===== src/rtl/nf10_rate_limiter_pkg.sv =====
// nf10_rate_limiter_pkg
//   Shared definitions for the packet-granular token-bucket policer.
//   - state_e      : packet-walk FSM states (SOP, PASS, DROP)
//   - TUSER_LEN_*  : position of the packet byte length inside tuser
//   - LEN_WIDTH    : width of that length field
package nf10_rate_limiter_pkg;

   typedef enum logic [1:0] {
      SOP  = 2'd0,
      PASS = 2'd1,
      DROP = 2'd2
   } state_e;

   localparam int TUSER_LEN_LSB = 0;
   localparam int TUSER_LEN_MSB = 15;
   localparam int LEN_WIDTH     = TUSER_LEN_MSB - TUSER_LEN_LSB + 1;

endpackage


===== src/rtl/nf10_rate_limiter_token_bucket.sv =====
// token_bucket
//   Byte-granular refilling bucket. Every cycle the level becomes
//   min(tokens - deduct + rate_inc, burst_size), evaluated one bit wider
//   than the bucket so the refill can never wrap before the clamp.
//
// Ports:
//   clk, rst_n    clock, asynchronous active-low reset (level -> 0)
//   rate_inc      bytes added every cycle
//   burst_size    bucket ceiling; lowering it clamps the level next cycle
//   deduct_en     subtract deduct_len this cycle
//   deduct_len    packet length in bytes
//   tokens        current level
//   ok            tokens >= deduct_len (combinational, uses current level)
//
// deduct_en must only be raised while ok is high; the caller guarantees
// this, so the subtraction never underflows.
module token_bucket
   import nf10_rate_limiter_pkg::*;
#(
   parameter int TOKEN_WIDTH = 24
) (
   input  logic                   clk,
   input  logic                   rst_n,
   input  logic [15:0]            rate_inc,
   input  logic [TOKEN_WIDTH-1:0] burst_size,
   input  logic                   deduct_en,
   input  logic [LEN_WIDTH-1:0]   deduct_len,
   output logic [TOKEN_WIDTH-1:0] tokens,
   output logic                   ok
);

   localparam int SUM_W = TOKEN_WIDTH + 1;

   logic [SUM_W-1:0]       sum;
   logic [SUM_W-1:0]       ceiling;
   logic [TOKEN_WIDTH-1:0] tokens_next;

   always_comb begin
      sum = {1'b0, tokens} + SUM_W'(rate_inc);
      if (deduct_en) begin
         sum = sum - SUM_W'(deduct_len);
      end
      ceiling     = {1'b0, burst_size};
      tokens_next = (sum > ceiling) ? burst_size : sum[TOKEN_WIDTH-1:0];
   end

   assign ok = ({1'b0, tokens} >= SUM_W'(deduct_len));

   always_ff @(posedge clk or negedge rst_n) begin
      if (!rst_n) begin
         tokens <= '0;
      end else begin
         tokens <= tokens_next;
      end
   end

endmodule


===== src/rtl/nf10_rate_limiter.sv =====
// nf10_rate_limiter
//   Packet-granular token-bucket policer between the filter stage and the
//   output queues. The SOP beat's tuser[15:0] length is compared with the
//   bucket level; the whole packet is then forwarded (PASS) or drained (DROP).
//   Forwarded beats go through a one-deep output register (1-cycle latency,
//   full throughput).
//
// Ports:
//   axi_aclk, axi_aresetn   clock, asynchronous active-low reset
//   s_axis_*                upstream AXI-Stream slave
//   m_axis_*                downstream AXI-Stream master
//   policer_en              0 = admit everything (bucket still refills)
//   rate_inc                bytes added to the bucket per cycle
//   burst_size              bucket ceiling in bytes
//   pass_pkts, drop_pkts    admitted / dropped packet counters (wrap at 2^32)
//   tokens                  current bucket level
//
// Build option: define NF10_RATE_LIMITER_STATS_EN to get live packet
// counters; otherwise pass_pkts/drop_pkts are tied to 0 and no counter
// registers exist.
//
// Handshake: a beat transfers on a cycle where valid && ready are both high
// at the rising clock edge; valid never waits on ready, and a master holds
// its payload stable while valid && !ready. Upstream ready is the output
// register's free condition, except while draining a dropped packet (DROP
// state, or a SOP beat being dropped) where ready is forced high.
module nf10_rate_limiter
   import nf10_rate_limiter_pkg::*;
#(
   parameter int C_M_AXIS_DATA_WIDTH  = 256,
   parameter int C_S_AXIS_DATA_WIDTH  = 256,
   parameter int C_M_AXIS_TUSER_WIDTH = 128,
   parameter int C_S_AXIS_TUSER_WIDTH = 128,
   parameter int TOKEN_WIDTH          = 24
) (
   input  logic                              axi_aclk,
   input  logic                              axi_aresetn,

   input  logic [C_S_AXIS_DATA_WIDTH-1:0]    s_axis_tdata,
   input  logic [C_S_AXIS_DATA_WIDTH/8-1:0]  s_axis_tstrb,
   input  logic [C_S_AXIS_TUSER_WIDTH-1:0]   s_axis_tuser,
   input  logic                              s_axis_tvalid,
   input  logic                              s_axis_tlast,
   output logic                              s_axis_tready,

   output logic [C_M_AXIS_DATA_WIDTH-1:0]    m_axis_tdata,
   output logic [C_M_AXIS_DATA_WIDTH/8-1:0]  m_axis_tstrb,
   output logic [C_M_AXIS_TUSER_WIDTH-1:0]   m_axis_tuser,
   output logic                              m_axis_tvalid,
   output logic                              m_axis_tlast,
   input  logic                              m_axis_tready,

   input  logic                              policer_en,
   input  logic [15:0]                       rate_inc,
   input  logic [TOKEN_WIDTH-1:0]            burst_size,
   output logic [31:0]                       pass_pkts,
   output logic [31:0]                       drop_pkts,
   output logic [TOKEN_WIDTH-1:0]            tokens
);

   state_e                 state;
   state_e                 state_next;

   logic [LEN_WIDTH-1:0]   pkt_len;
   logic                   bucket_ok;
   logic                   admit;
   logic                   out_free;
   logic                   sop_drop;
   logic                   beat;
   logic                   sop_beat;
   logic                   fwd_beat;
   logic                   deduct_en;

   assign pkt_len  = s_axis_tuser[TUSER_LEN_MSB:TUSER_LEN_LSB];

   // len=0 is always admitted because ok compares tokens >= 0.
   assign admit    = !policer_en || bucket_ok;

   assign out_free = !m_axis_tvalid || m_axis_tready;
   assign sop_drop = (state == SOP) && s_axis_tvalid && !admit;

   assign s_axis_tready = (state == DROP) || sop_drop || out_free;

   assign beat      = s_axis_tvalid && s_axis_tready;
   assign sop_beat  = beat && (state == SOP);
   assign fwd_beat  = beat && ((state == PASS) || ((state == SOP) && admit));
   assign deduct_en = sop_beat && admit && policer_en;

   token_bucket #(
      .TOKEN_WIDTH (TOKEN_WIDTH)
   ) u_bucket (
      .clk        (axi_aclk),
      .rst_n      (axi_aresetn),
      .rate_inc   (rate_inc),
      .burst_size (burst_size),
      .deduct_en  (deduct_en),
      .deduct_len (pkt_len),
      .tokens     (tokens),
      .ok         (bucket_ok)
   );

   // Packet-walk FSM: the decision is only taken in SOP; a single-beat
   // packet never leaves SOP.
   always_ff @(posedge axi_aclk or negedge axi_aresetn) begin
      if (!axi_aresetn) begin
         state <= SOP;
      end else begin
         state <= state_next;
      end
   end

   always_comb begin
      state_next = state;
      case (state)
         SOP: begin
            if (beat && !s_axis_tlast) begin
               state_next = admit ? PASS : DROP;
            end
         end
         PASS, DROP: begin
            if (beat && s_axis_tlast) begin
               state_next = SOP;
            end
         end
         default: state_next = SOP;
      endcase
   end

   // One-deep output register. It only changes when empty or being drained,
   // which keeps m_axis_* stable under backpressure.
   always_ff @(posedge axi_aclk or negedge axi_aresetn) begin
      if (!axi_aresetn) begin
         m_axis_tvalid <= 1'b0;
         m_axis_tlast  <= 1'b0;
         m_axis_tdata  <= '0;
         m_axis_tstrb  <= '0;
         m_axis_tuser  <= '0;
      end else if (out_free) begin
         m_axis_tvalid <= fwd_beat;
         if (fwd_beat) begin
            m_axis_tlast <= s_axis_tlast;
            m_axis_tdata <= s_axis_tdata;
            m_axis_tstrb <= s_axis_tstrb;
            m_axis_tuser <= s_axis_tuser;
         end
      end
   end

`ifdef NF10_RATE_LIMITER_STATS_EN
   logic [31:0] pass_cnt;
   logic [31:0] drop_cnt;

   // One count per packet, taken on its SOP beat.
   always_ff @(posedge axi_aclk or negedge axi_aresetn) begin
      if (!axi_aresetn) begin
         pass_cnt <= '0;
         drop_cnt <= '0;
      end else if (sop_beat) begin
         if (admit) begin
            pass_cnt <= pass_cnt + 32'd1;
         end else begin
            drop_cnt <= drop_cnt + 32'd1;
         end
      end
   end

   assign pass_pkts = pass_cnt;
   assign drop_pkts = drop_cnt;
`else
   assign pass_pkts = '0;
   assign drop_pkts = '0;
`endif

endmodule


===== config.mk =====
export PLATFORM = sky130hd
export DESIGN_NAME = nf10_rate_limiter
export DESIGN_NICKNAME = d
export VERILOG_FILES = /design/src/rtl/nf10_rate_limiter_pkg.sv /design/src/rtl/nf10_rate_limiter_token_bucket.sv /design/src/rtl/nf10_rate_limiter.sv
export SDC_FILE = /design/constraint.sdc
export NUM_CORES = 1
export LEC_CHECK = 0
export ABC_AREA = 0
export CAP_MARGIN = 15
export CORE_AREA = 3 3 375 377
export DETAILED_ROUTE_END_ITERATION = 8
export DIE_AREA = 0 0 378 380
export DONT_BUFFER_PORTS = 1
export PLACE_DENSITY = 0.3
export SLEW_MARGIN = 20
export SYNTH_ARGS = -nofsm -noshare
export SYNTH_HDL_FRONTEND = slang
export SYNTH_SLANG_ARGS = --single-unit

===== constraint.sdc =====
create_clock -name axi_aclk -period 7.73 [get_ports axi_aclk]
set_input_delay 1.546 -clock axi_aclk [delete_from_list [all_inputs] [get_ports axi_aclk]]
set_output_delay 1.546 -clock axi_aclk [all_outputs]
set_load 0.01 [all_outputs]

Word-level counts from Yosys, hierarchy flattened
Index checks and enable logic that the tools add are counted.
{"block": "op_classes", "n_addsub": 2, "n_lt_le_gt_ge": 2, "eq_ne": 4, "muxes": 6, "reduce_logical": 23}
{"cell": "adder 24 x 16 -> 25 bit", "n": 1}
{"cell": "greater-than comparator 25 x 24 -> 1 bit", "n": 1}
{"cell": "2-to-1 mux 25 bit", "n": 1}
{"cell": "subtractor 25 x 16 -> 25 bit", "n": 1}
{"cell": ">= comparator 24 x 16 -> 1 bit", "n": 1}
{"cell": "2-to-1 mux 24 bit", "n": 1}
{"cell": "logical AND 1 bit", "n": 10}
{"cell": "2-to-1 mux 2 bit", "n": 3}
{"cell": "logical OR 1 bit", "n": 5}
{"cell": "zero test 1 bit", "n": 4}
{"cell": "one-hot mux 2 bit (2 select lines)", "n": 1}
{"cell": "AND reduction 2 bit", "n": 2}
{"cell": "== test 2 x 1 -> 1 bit (second input constant)", "n": 1}
{"cell": "== test 2 bit (second input constant)", "n": 1}
{"cell": "zero test 2 bit", "n": 1}
{"cell": "!= test 2 x 1 -> 1 bit (second input constant)", "n": 1}
{"cell": "!= test 2 bit (second input constant)", "n": 1}
{"cell": "OR reduction 2 bit", "n": 1}
{"block": "word_totals", "register_bits": 444, "inputBits": 462, "output_inout_bits": 507, "elab_cells": 44}

Depth between registers and ports, before layout
{"block": "logic_depth", "depth_word": 13, "depth_mapped": 28, "mapped_depth_nobuf": 27}

By module
From an unflattened synthesis, not the netlist that was laid out.
{"block": "unflattened", "cells_unflattened": 1480, "area_unflattened_um2": 20728.6}
{"mod": "nf10_rate_limiter", "n_inst": 1, "cells_each": 975, "area_each_um2": 16617.2, "seq_area_each_um2": 10510.1}
{"mod": "token_bucket", "n_inst": 1, "cells_each": 505, "area_each_um2": 4111.4, "seq_area_each_um2": 600.6}

Worst setup path before layout
OpenSTA, ideal clock, no wires.
{"block": "synth_path", "path_type": "input port to flip-flop", "startpoint": "input rate_inc[0]", "endpoint": "register u_bucket.tokens[10]", "t_arrival_ns": 6.686, "t_required_ns": 7.605, "slack_ns": 0.919, "cell_stages": 26, "path_buffers": 1, "path_cell_list": "ha_1 -> fa_1 -> a211oi_1 -> nor2_1 -> o21ai_0 -> o21ai_0 -> xor2_1 -> ha_1 -> a21o_1 -> a31oi_1 -> nor2b_1 -> a311oi_1 -> a21oi_1 -> a2111o_1 -> o311ai_0 -> o41ai_1 -> xor2_1 -> ha_1 -> nand2_1 -> nor3_1 -> o21ai_0 -> o211ai_1 -> o22ai_1 -> nand2_2 -> buf_6 -> mux2_4"}
{"block": "synth_between", "elab_chain_len": 5}
{"item": "from (decl)", "line_no": "nf10_rate_limiter.sv:54", "source": "input logic [15:0] rate_inc,"}
{"item": "adder 24 x 16 -> 25 bit (*)", "line_no": "nf10_rate_limiter_token_bucket.sv:39", "source": "sum = {1'b0, tokens} + SUM_W'(rate_inc);"}
{"item": "subtractor 25 x 16 -> 25 bit", "line_no": "nf10_rate_limiter_token_bucket.sv:41", "source": "sum = sum - SUM_W'(deduct_len);"}
{"item": "2-to-1 mux 25 bit (*)", "line_no": "nf10_rate_limiter_token_bucket.sv:40", "source": "if (deduct_en) begin"}
{"item": "greater-than comparator 25 x 24 -> 1 bit", "line_no": "nf10_rate_limiter_token_bucket.sv:44", "source": "tokens_next = (sum > ceiling) ? burst_size : sum[TOKEN_WIDTH-1:0];"}
{"item": "2-to-1 mux 24 bit (*)", "line_no": "nf10_rate_limiter_token_bucket.sv:44"}
{"item": "via u_bucket.tokens_next[10]", "line_no": "nf10_rate_limiter_token_bucket.sv:36", "source": "logic [TOKEN_WIDTH-1:0] tokens_next;"}
{"item": "to (signal assigned)", "line_no": "nf10_rate_limiter_token_bucket.sv:53", "source": "tokens <= tokens_next;"}
{"item": "to (decl)", "line_no": "nf10_rate_limiter_token_bucket.sv:28", "source": "output logic [TOKEN_WIDTH-1:0] tokens,"}
The timed path passes the listed nets; every way through them passes the cells marked *.
A chain may end at the register's enable or synchronous reset.

Worst setup path after layout
{"block": "layout_path", "startpoint": "input rate_inc[0]", "endpoint": "register u_bucket.tokens[1]"}
Same word-level chain as after synthesis.

==> results by group <==
Status
  • Outcome: complete, no violations

Timing
  • Final Setup Violations: 0
  • Final setup margin: 1050 ps
  • Sum Neg Setup Slack: 0 ps
  • Setup skew after layout: 32.1 ps
  • Final Hold Viols: 0
  • Achievable frequency: 150 MHz
  • Fin crit share: 86.4%
  • Slew Viols, Final: 0
  • Slew HR: 15.4%
  • Tmin final: 6680 ps
  • Unrepaired setup endpoints after global routing: no
  • Worst slew pin tran: 1270 ps

Place
  • Gpl congestion: 0.793
  • Hpwl dp: 70,900 um
  • Setup slack at placement: 421 ps
  • I/O Buffers: 0

Worst setup path
  • Crit. End Element: register
  • CP Class: in2reg
  • Setup crit start kind: input port
  • Req. time, crit path: 8260 ps
  • Worst EP arrival: 7210 ps
  • Critical path fanouts, max: 14

Die
  • Initial Util: 14.6%
  • Die width: 378 um
  • Core area: 137,000 sq um
  • Row cnt: 136
  • I/O Pins: 969
  • Chip height: 380 um
  • Die area: 144,000 sq um

Drt
  • DR vias/cell: 3.67
  • DRT iter0 DRCs: 491
  • Number of routed nets with antenna violations: 0
  • Vias: 12,301
  • Drt pass-1 iters: 5
  • Routed WL: 87,300 um
  • Drc violations: 0
  • Wire length per cell: 26.1 um

Cells and area
  • Most common cell after layout, fill and taps aside: dfrtp_1
  • Layout filler cell count: 15,017
  • Final net count: 2,034
  • Commonest cells after routing, fill and taps aside: 444 x dfrtp_1, 407 x mux2_2, 75 x ha_1, 64 x conb_1, 58 x clkbuf_16
  • Layout cell share with drive strength beyond 1: 35.4%
  • Synth-to-Final Area Change: 19.8%

Global routing
  • Global route total overflow: 0
  • First-pass GRT wire length: 115,000 um
  • GRT Overall Usage: 11.6%
  • Largest net degree at the start of global routing: 445
  • Via count of the first global-routing pass: 12,841
  • Initial antenna violation count: 105

Synthesis
  • Flip-flop and latch count after synthesis: 444
  • Top_reg_cell synth: dfrtp_1
  • Gate Count Post-Synth: 1,475
  • Warnings from Yosys: 0
  • Seq/Total Area, Yosys: 55.4%
  • Ranking of synthesized cells by area: dfrtp_1 55%, mux2_2 23%, ha_1 4.7%, buf_4 2.4%, mux2_4 1.4%
  • Yosys top cell area share: 55.4%
  • Mapped Area: 20,100 sq um
  • Yosys top cell by area: dfrtp_1
  • Cell variety after synth: 60
  • Post-synth EDFFs: 0
  • Syn_area_per_cell: 13.6 sq um
  • Async S/R FF share, synth: 100%

Power
  • Pleak: 10.0 nW
  • Pwr/cell area: 502 nW/um^2
  • Total power: 12.1 mW
  • Peak VDD IR: 0.180 mV

CTS
  • Clock root buffer master: clkbuf_16
  • Clock sink total: 444
  • CTS tree: done
  • H-tree depth: 2
  • Clock Path Buffers: 3
  • Hold Buf Count CTS: 0
  • Post-cts gate resize count: 0
  • Clock slew seen by the registers of the worst setup and hold paths: 60 ps
  • Cts bufs inserted: 58
  • Post-CTS Setup Inserts: 0
  • Clock latency on the worst-skew pair: 660 ps

Min path
  • Hold Path Class: reg2reg

Run
  • Max-cap violations: 0
==> path summary, 6_finish.rpt <==
kind                                              start                            end  slack [ps]  cells after the start
max reg2reg                u_bucket.tokens[0]$_DFF_PN0_   u_bucket.tokens[1]$_DFF_PN0_        1430                     27
max                                         rate_inc[0]   u_bucket.tokens[1]$_DFF_PN0_        1050                     27
max in group asynchronous                   axi_aresetn  m_axis_tdata[226]$_DFFE_PN0P_        6090                      0
min reg2reg                        state[1]$_DFFE_PN0P_           state[1]$_DFFE_PN0P_         540                      2
min in group asynchronous                   axi_aresetn  m_axis_tdata[128]$_DFFE_PN0P_         600                      0
min                                state[1]$_DFFE_PN0P_           state[1]$_DFFE_PN0P_         540                      2
==> synthesized netlist by cell type (4+ instances only) <==
| master | number |
|---|---|
| dfrtp_1 | 444 |
| mux2_2 | 407 |
| ha_1 | 75 |
| buf_4 | 64 |
| nand2_1 | 56 |
| o21ai_0 | 51 |
| inv_1 | 50 |
| buf_2 | 37 |
| a21oi_1 | 34 |
| nor2_1 | 28 |
| xnor2_1 | 22 |
| a21o_1 | 19 |
| clkbuf_1 | 19 |
| mux2_4 | 19 |
| xor2_1 | 14 |
| nand4_1 | 12 |
| nor3_1 | 12 |
| nand3_1 | 11 |
| nand2b_1 | 9 |
| a211oi_1 | 8 |
| o21a_1 | 8 |
| and3_1 | 6 |
| nor2b_1 | 6 |
| o31ai_1 | 6 |
| a211oi_2 | 4 |
| a31oi_1 | 4 |
| o211ai_1 | 4 |
| o21bai_1 | 4 |
==> kinds of logic after synthesis <==
family / share of synthesized area (%)
adder cells (fa/ha/maj): 4.87
buffers and inverters: 4.72
XOR/XNOR: 1.57
flip-flops: 55.4
other: 0.0187
AO/OA/AOI/OAI: 5.29
multiplexers: 24.4
AND/OR/NAND/NOR: 3.77
==> area by class of cell <==
class | instances | area, sq um | share of cell area, %
Clock buffer | 84 | 1650 | 6.86
Clock inverter | 16 | 345 | 1.44
Antenna cell | 19 | 47.5 | 0.198
Sequential cell | 444 | 11100 | 46.2
Multi-Input combinational cell | 922 | 8260 | 34.3
Inverter | 50 | 188 | 0.780
Timing Repair Buffer | 19 | 205 | 0.853
Tap cell | 1794 | 2240 | 9.33
==> report_power, final <==
part           switching [mW]  total, mW  internal [mW]  leakage (nW)
logic                    1.78       3.78           2.00          3.82
clock network            1.10       2.83           1.74         0.968
registers                1.95       5.47           3.52          5.22
==> through the flow <==
step | utilization (%) | hold slack (ps) | std cells | instance area, sq um
after detailed placement | 16.0 | 515 | 3229 | 22000
after floorplan | - | 475 | 1538 | 20300
final | 17.5 | 536 | 3348 | 24000
after global placement | 16.0 | 500 | 3229 | 22000
after global routing | 17.5 | 542 | 3334 | 24000
after CTS | 17.5 | 507 | 3329 | 24000
==> flip-flops by register name, indices dropped and copies added, names as in the netlist <==
signal,count
m_axis_tuser,128
m_axis_tstrb,32
m_axis_tlast,1
m_axis_tvalid,1
m_axis_tdata,256
u_bucket.tokens,24
state,2
==> worst max-delay path: stages <==
cell and delay [ps]:
ha_1 230, fa_1 440, a211oi_1 230, nor2_1 140, o21ai_0 170, buf_4 150
o21ai_0 140, xor2_1 250, ha_1 280, a21o_1 210, a31oi_1 140, nor2b_1 60
a311oi_1 350, a21oi_1 130, a2111o_1 440, o311ai_0 340, o41ai_1 150, xor2_1 180
ha_1 320, nand2_1 50, nor3_1 240, o21ai_0 130, o211ai_1 100, o22ai_1 110
nand2_2 130, buf_12 170, mux2_2 350
==> per-layer routing <==
layer | global-route usage, % | wire length [um] | vias to the layer above
met5 | 0 | 27 | -
met4 | 3.39 | 3960 | 4
met3 | 5.41 | 10100 | 273
met2 | 22.4 | 46000 | 771
met1 | 10.7 | 27300 | 6087
li1 | - | - | 5166
Power figures use the tool's default switching activity.
